<file path="config.mk">
export PLATFORM = sky130hd
export DESIGN_NAME = select_counter
export DESIGN_NICKNAME = d
export VERILOG_FILES = /design/src/rtl/select_pkg.sv /design/src/rtl/btn_edge.sv /design/src/rtl/select_counter.sv
export SDC_FILE = /design/constraint.sdc
export NUM_CORES = 1
export LEC_CHECK = 0
export BUFFER_PORTS_ARGS = -buffer_cell sky130_fd_sc_hd__buf_2
export CAP_MARGIN = 5
export CORE_MARGIN = 2
export CORE_UTILIZATION = 46
export CTS_CLUSTER_SIZE = 10
export DETAILED_ROUTE_END_ITERATION = 10
export GPL_TIMING_DRIVEN = 1
export PLACE_DENSITY = 0.71
export SYNTH_ARGS = -nofsm -noshare
export SYNTH_HDL_FRONTEND = slang
export SYNTH_HIERARCHICAL = 1
export SYNTH_SLANG_ARGS = --single-unit
</file>
<file path="constraint.sdc">
create_clock -name clk -period 1.7 [get_ports clk]
set_input_delay 0 -clock clk [delete_from_list [all_inputs] [get_ports clk]]
set_output_delay 0 -clock clk [all_outputs]
set_load 0.1 [all_outputs]
</file>
<file path="src/rtl/select_pkg.sv">
// Shared types and helpers for the push-button selection counter and the mode/menu mux.
package select_pkg;

  localparam int SYNC_STAGES = 2;

  typedef enum logic [1:0] {
    STEP_NONE,
    STEP_UP,
    STEP_DOWN,
    STEP_LOAD
  } step_e;

  // Limit an externally supplied index to the last legal position n-1.
  function automatic int unsigned sel_clamp(input int unsigned value, input int unsigned n);
    return (value >= n) ? (n - 1) : value;
  endfunction

endpackage

</file>
<file path="src/rtl/btn_edge.sv">
// Button front end: synchroniser, optional debounce filter (SELECT_COUNTER_DEBOUNCE_EN), rising-edge detector.
module btn_edge
  import select_pkg::*;
#(
  parameter int DEBOUNCE_CYCLES = 16
) (
  input  logic clk,
  input  logic reset,
  input  logic raw,
  output logic rise
);

  if (DEBOUNCE_CYCLES < 2 || DEBOUNCE_CYCLES > 65535) begin : g_bad_debounce
    $error("btn_edge: DEBOUNCE_CYCLES out of range");
  end

  logic [SYNC_STAGES-1:0] sync;
  logic                   sync2;
  logic                   level;
  logic                   level_d;
  logic                   primed;
  logic                   armed;

  assign sync2 = sync[SYNC_STAGES-1];

  // Edges are only honoured once a genuine low sample has been seen since reset,
  // so a button held through reset release never counts as a press.
  always_ff @(posedge clk or posedge reset) begin
    if (reset) begin
      sync    <= '0;
      level_d <= 1'b0;
      primed  <= 1'b0;
      armed   <= 1'b0;
    end else begin
      sync    <= {sync[SYNC_STAGES-2:0], raw};
      level_d <= level;
      primed  <= 1'b1;
      armed   <= armed | (primed & ~sync[0]);
    end
  end

`ifdef SELECT_COUNTER_DEBOUNCE_EN
  localparam int DB_W = $clog2(DEBOUNCE_CYCLES + 1);

  logic [DB_W-1:0] db_cnt;
  logic            filt;

  // The filtered level follows sync2 only after DEBOUNCE_CYCLES consecutive disagreeing samples.
  always_ff @(posedge clk or posedge reset) begin
    if (reset) begin
      db_cnt <= '0;
      filt   <= 1'b0;
    end else if (sync2 == filt) begin
      db_cnt <= '0;
    end else if (db_cnt == DB_W'(DEBOUNCE_CYCLES - 1)) begin
      db_cnt <= '0;
      filt   <= sync2;
    end else begin
      db_cnt <= db_cnt + 1'b1;
    end
  end

  assign level = filt;
`else
  assign level = sync2;
`endif

  assign rise = level & ~level_d & armed;

endmodule

</file>
<file path="src/rtl/select_counter.sv">
// Modulo-N / saturating selection index driven by two push-buttons, with parallel load and status pulses.
// Debounce filtering in the button front ends is enabled by defining SELECT_COUNTER_DEBOUNCE_EN.
module select_counter
  import select_pkg::*;
#(
  parameter int N               = 4,
  parameter int CNT_W           = $clog2(N),
  parameter int SATURATE        = 0,
  parameter int DEBOUNCE_CYCLES = 16
) (
  input  logic             clk,
  input  logic             reset,
  input  logic             next_in,
  input  logic             prev_in,
  input  logic             load,
  input  logic [CNT_W-1:0] load_value,
  output logic [CNT_W-1:0] count,
  output logic             changed,
  output logic             wrapped,
  output logic             at_limit
);

  if (N < 2 || N > 256) begin : g_bad_n
    $error("select_counter: N out of range");
  end

  logic       next_rise;
  logic       prev_rise;
  step_e      step;
  logic [CNT_W:0]   up_val;
  logic [CNT_W-1:0] nxt_count;
  logic       nxt_wrap;
  logic       nxt_block;
  logic       nxt_accept;

  btn_edge #(.DEBOUNCE_CYCLES(DEBOUNCE_CYCLES)) u_next (
    .clk   (clk),
    .reset (reset),
    .raw   (next_in),
    .rise  (next_rise)
  );

  btn_edge #(.DEBOUNCE_CYCLES(DEBOUNCE_CYCLES)) u_prev (
    .clk   (clk),
    .reset (reset),
    .raw   (prev_in),
    .rise  (prev_rise)
  );

  // Load beats any button edge; simultaneous up and down presses cancel.
  always_comb begin
    step = STEP_NONE;
    if (load)
      step = STEP_LOAD;
    else if (next_rise && !prev_rise)
      step = STEP_UP;
    else if (prev_rise && !next_rise)
      step = STEP_DOWN;
  end

  // Increment is formed one bit wider and compared with N so non-power-of-two N never overshoots.
  always_comb begin
    up_val     = {1'b0, count} + (CNT_W+1)'(1);
    nxt_count  = count;
    nxt_wrap   = 1'b0;
    nxt_block  = 1'b0;
    nxt_accept = 1'b0;
    case (step)
      STEP_LOAD: begin
        nxt_count  = CNT_W'(sel_clamp(32'(load_value), 32'(N)));
        nxt_accept = 1'b1;
      end
      STEP_UP: begin
        if (up_val == (CNT_W+1)'(N)) begin
          if (SATURATE != 0) begin
            nxt_block = 1'b1;
          end else begin
            nxt_count  = '0;
            nxt_wrap   = 1'b1;
            nxt_accept = 1'b1;
          end
        end else begin
          nxt_count  = up_val[CNT_W-1:0];
          nxt_accept = 1'b1;
        end
      end
      STEP_DOWN: begin
        if (count == '0) begin
          if (SATURATE != 0) begin
            nxt_block = 1'b1;
          end else begin
            nxt_count  = CNT_W'(N - 1);
            nxt_wrap   = 1'b1;
            nxt_accept = 1'b1;
          end
        end else begin
          nxt_count  = count - CNT_W'(1);
          nxt_accept = 1'b1;
        end
      end
      default: ;
    endcase
  end

  always_ff @(posedge clk or posedge reset) begin
    if (reset) begin
      count    <= '0;
      changed  <= 1'b0;
      wrapped  <= 1'b0;
      at_limit <= 1'b0;
    end else begin
      count   <= nxt_count;
      changed <= (nxt_count != count);
      wrapped <= nxt_wrap;
      if (nxt_block)
        at_limit <= 1'b1;
      else if (nxt_accept)
        at_limit <= 1'b0;
    end
  end

endmodule

</file>
==> run metrics <==
status=finished, final reports clean; VDD IR max=~0.00076 V; crit share post-route=approximately 100%; Initial DRC Count=7; core area=between 1000 and 1500 um2; Worst path slowest cell=dfrtp_1; CTS Buf Count=3; worst min path class=input pin to flop; CTS Buffer Depth=2; Seq/Total Area, Yosys=between 50% and 60%; crit-path max cell delay=about 0.36 ns; max-cap violations=0; worst skew pair latency=approximately 0.27 ns; setup TNS=0 ns; layout cells sized above 1=between 30% and 40%; FF-to-FF End=changed; RSZ-0062 raised after global routing=yes; drc violations=0; Top Registers=count: 2 flops, u_next/sync: 2 flops, u_prev/sync: 2 flops; number of synthesized register bits=14; area of the multi-input gates=approximately 260 um2; die area=roughly 1700 um2; crit path cell chain=nand2_1 -> nor2_2 -> inv_1 -> a21o_1 -> inv_1 -> ha_2 -> a221oi_1 -> a32oi_1 -> nand3_1; initial core utilization=between 40% and 50%; GPL Wtd Cong=0.774; CP Launch Type=flop; via count=443; Critical Path RT=about 1.9 ns; Vias/cell=roughly 4.9; initial antenna violation count=0; CTS tree=yes; Routed Antenna Nets=0; fill cell count=between 100 and 150; Worst Hold Launch=load_value[1]; H-tree Lvls=1; fin crit period=approximately 1.7 ns; # diodes=0; Root Buffer=clkbuf_4; Static Leak=between 0.4 and 0.5 nW; mean post-synth cell area=between 10 and 15 um2; std cell rows=13; All-Layer GR Usage=between 10% and 20%; global-route wire length before repair=approximately 1600 um; Reg2Reg Setup Slack=approximately 0.011 ns; reg2reg path depth=9; Overflow after GRT=0; Die Y=40.9 um; Worst-path clk slew=approximately 0.080 ns; largest net degree at the start of global routing=9; f_max=between 0.5 and 0.6 GHz; Hold Path End=count[1]; Pre-antenna DRT Iters=4; critical path's most frequent cell=inv_1; CP endpoint kind=flop; Largest delay share family, worst path=compound AO/OA/AOI/OAI gates; Total Wirelength=1140 um; Num Clock Sinks=14; Die W=roughly 41 um; Setup violations, final=0; Post-DP HPWL=~800 um; Mapped Nets=slightly below 70; Synth Cell Area=626 um2; Ports=12; IO buf count=10; final hold vios=0; Ys Warns=6; critical path class=flop to flop; Final nets=between 80 and 90; P&R area growth vs syn=29.8%; Critical path buffers and inverters=2; number of global-route vias before repair=between 400 and 500; Worst Hold Path Cells=3; synthesized instance count=57; Setup Skew=0.00265 ns; Power Dens Cells=~1200 nW/um2; worst r2r src=u_prev/armed; Unique masters post-synth=19; max-slew violations=0; Sequential Area=355 um2; Worst EP arrival=approximately 1.8 ns; overall power=roughly 950 uW; routed len/inst=12.6 um; CP Max Fanout=4
## timing repair
action,CTS,global route
hold endpoints to repair,16,0
hold buffers,3,0
setup endpoints to repair,0,3
setup buffers,0,2
gates resized for setup,0,8
## tightest hold or removal path: stages
cell     delay (ns)
buf_2          0.09
a21oi_2        0.06
a22oi_1        0.17
## through the flow
stage	area (um2)	worst slack [ns]	hold slack, ns	utilization [%]	instances
after floorplan	631	0.0161	-0.234	-	57
after global routing	812	-0.0825	0.0936	63.2	91
after global placement	699	0.0429	-0.0937	54.4	82
after detailed placement	699	0.0215	-0.0893	54.4	82
after CTS	766	0.00666	0.0652	59.6	89
final	812	0.0106	0.0987	63.2	91
## synth_stat cells
library cell  count  area, um2
a22oi_1           3       22.5
inv_1            11       41.3
conb_1            3       11.3
o31ai_1           1       7.51
mux2i_1           1       10.0
dfrtp_1          14        350
ha_1              5       62.6
nor2_1            4       15.0
a21o_1            4       30.0
o21ai_0           1       5.00
buf_4             1       7.51
nand3_1           1       5.00
a221oi_1          1       8.76
a21oi_2           1       8.76
a211o_1           1       8.76
a21o_2            1       8.76
a32oi_1           1       8.76
nand2_1           2       7.51
nor2b_1           1       6.26
## worst max path at each step
stage | depth (start not counted) | end | slack, ns | start
after CTS | 9 | changed | 0.007 | u_prev/armed
after detailed placement | 9 | changed | 0.02 | u_prev/sync[1]
after global routing | 9 | changed | -0.08 | u_prev/armed
after floorplan | 5 | changed | 0.02 | count[1]
after global placement | 9 | changed | 0.04 | u_prev/armed
final | 9 | changed | 0.01 | u_prev/armed
## power breakdown
part	leakage [nW]	internal (mW)	total [mW]	switching [mW]
clock	0.0210	0.130	0.232	0.102
sequential	0.157	0.366	0.388	0.0214
combinational	0.235	0.0833	0.329	0.246
total	0.413	0.580	0.949	0.369
## logic make-up (layout without fill, tap and decap cells)
logic type	after synthesis	in the layout	share of synthesized area, %
multiplexers	1	1	1.60
buffers and inverters	12	31	7.80
flip-flops	14	14	56.0
AO/OA/AOI/OAI	14	14	17.4
other	3	3	1.80
AND/OR/NAND/NOR	8	8	5.40
adder cells (fa/ha/maj)	5	5	10.0
## cells in the final DEF (no fill, tap or decap), drive strengths merged
cell type / synthesis / layout
buf: 1 / 13
a221oi: 1 / 1
conb: 3 / 3
o21ai: 1 / 1
mux2i: 1 / 1
o31ai: 1 / 1
inv: 11 / 11
nor2b: 1 / 1
nor2: 4 / 4
clkbuf: 0 / 4
nand2: 2 / 2
ha: 5 / 5
dfrtp: 14 / 14
dlygate4sd3: 0 / 3
a21oi: 1 / 1
a32oi: 1 / 1
nand3: 1 / 1
a22oi: 3 / 3
a211o: 1 / 1
a21o: 5 / 5
## per-layer routing
metal  track usage [%]  vias up  wire length (um)  part of all wire, %
li1                  -      221                 -                    -
met1              16.3      210               467                   41
met2              28.1       12               616                   54
met3              9.78        0                60                  5.2
met4              2.50        0                 0                    0
met5                 0        -                 0                    0
## area by class of cell
| class | instances | share of cell area (%) |
|---|---|---|
| multi-input cells | 31 | 31.7 |
| flip-flops and latches | 14 | 43.8 |
| inverters | 11 | 5.08 |
| repair buffers | 16 | 12.6 |
| well taps | 15 | 2.31 |
| clock buffers | 4 | 4.47 |
Power figures use the tool's default switching activity.
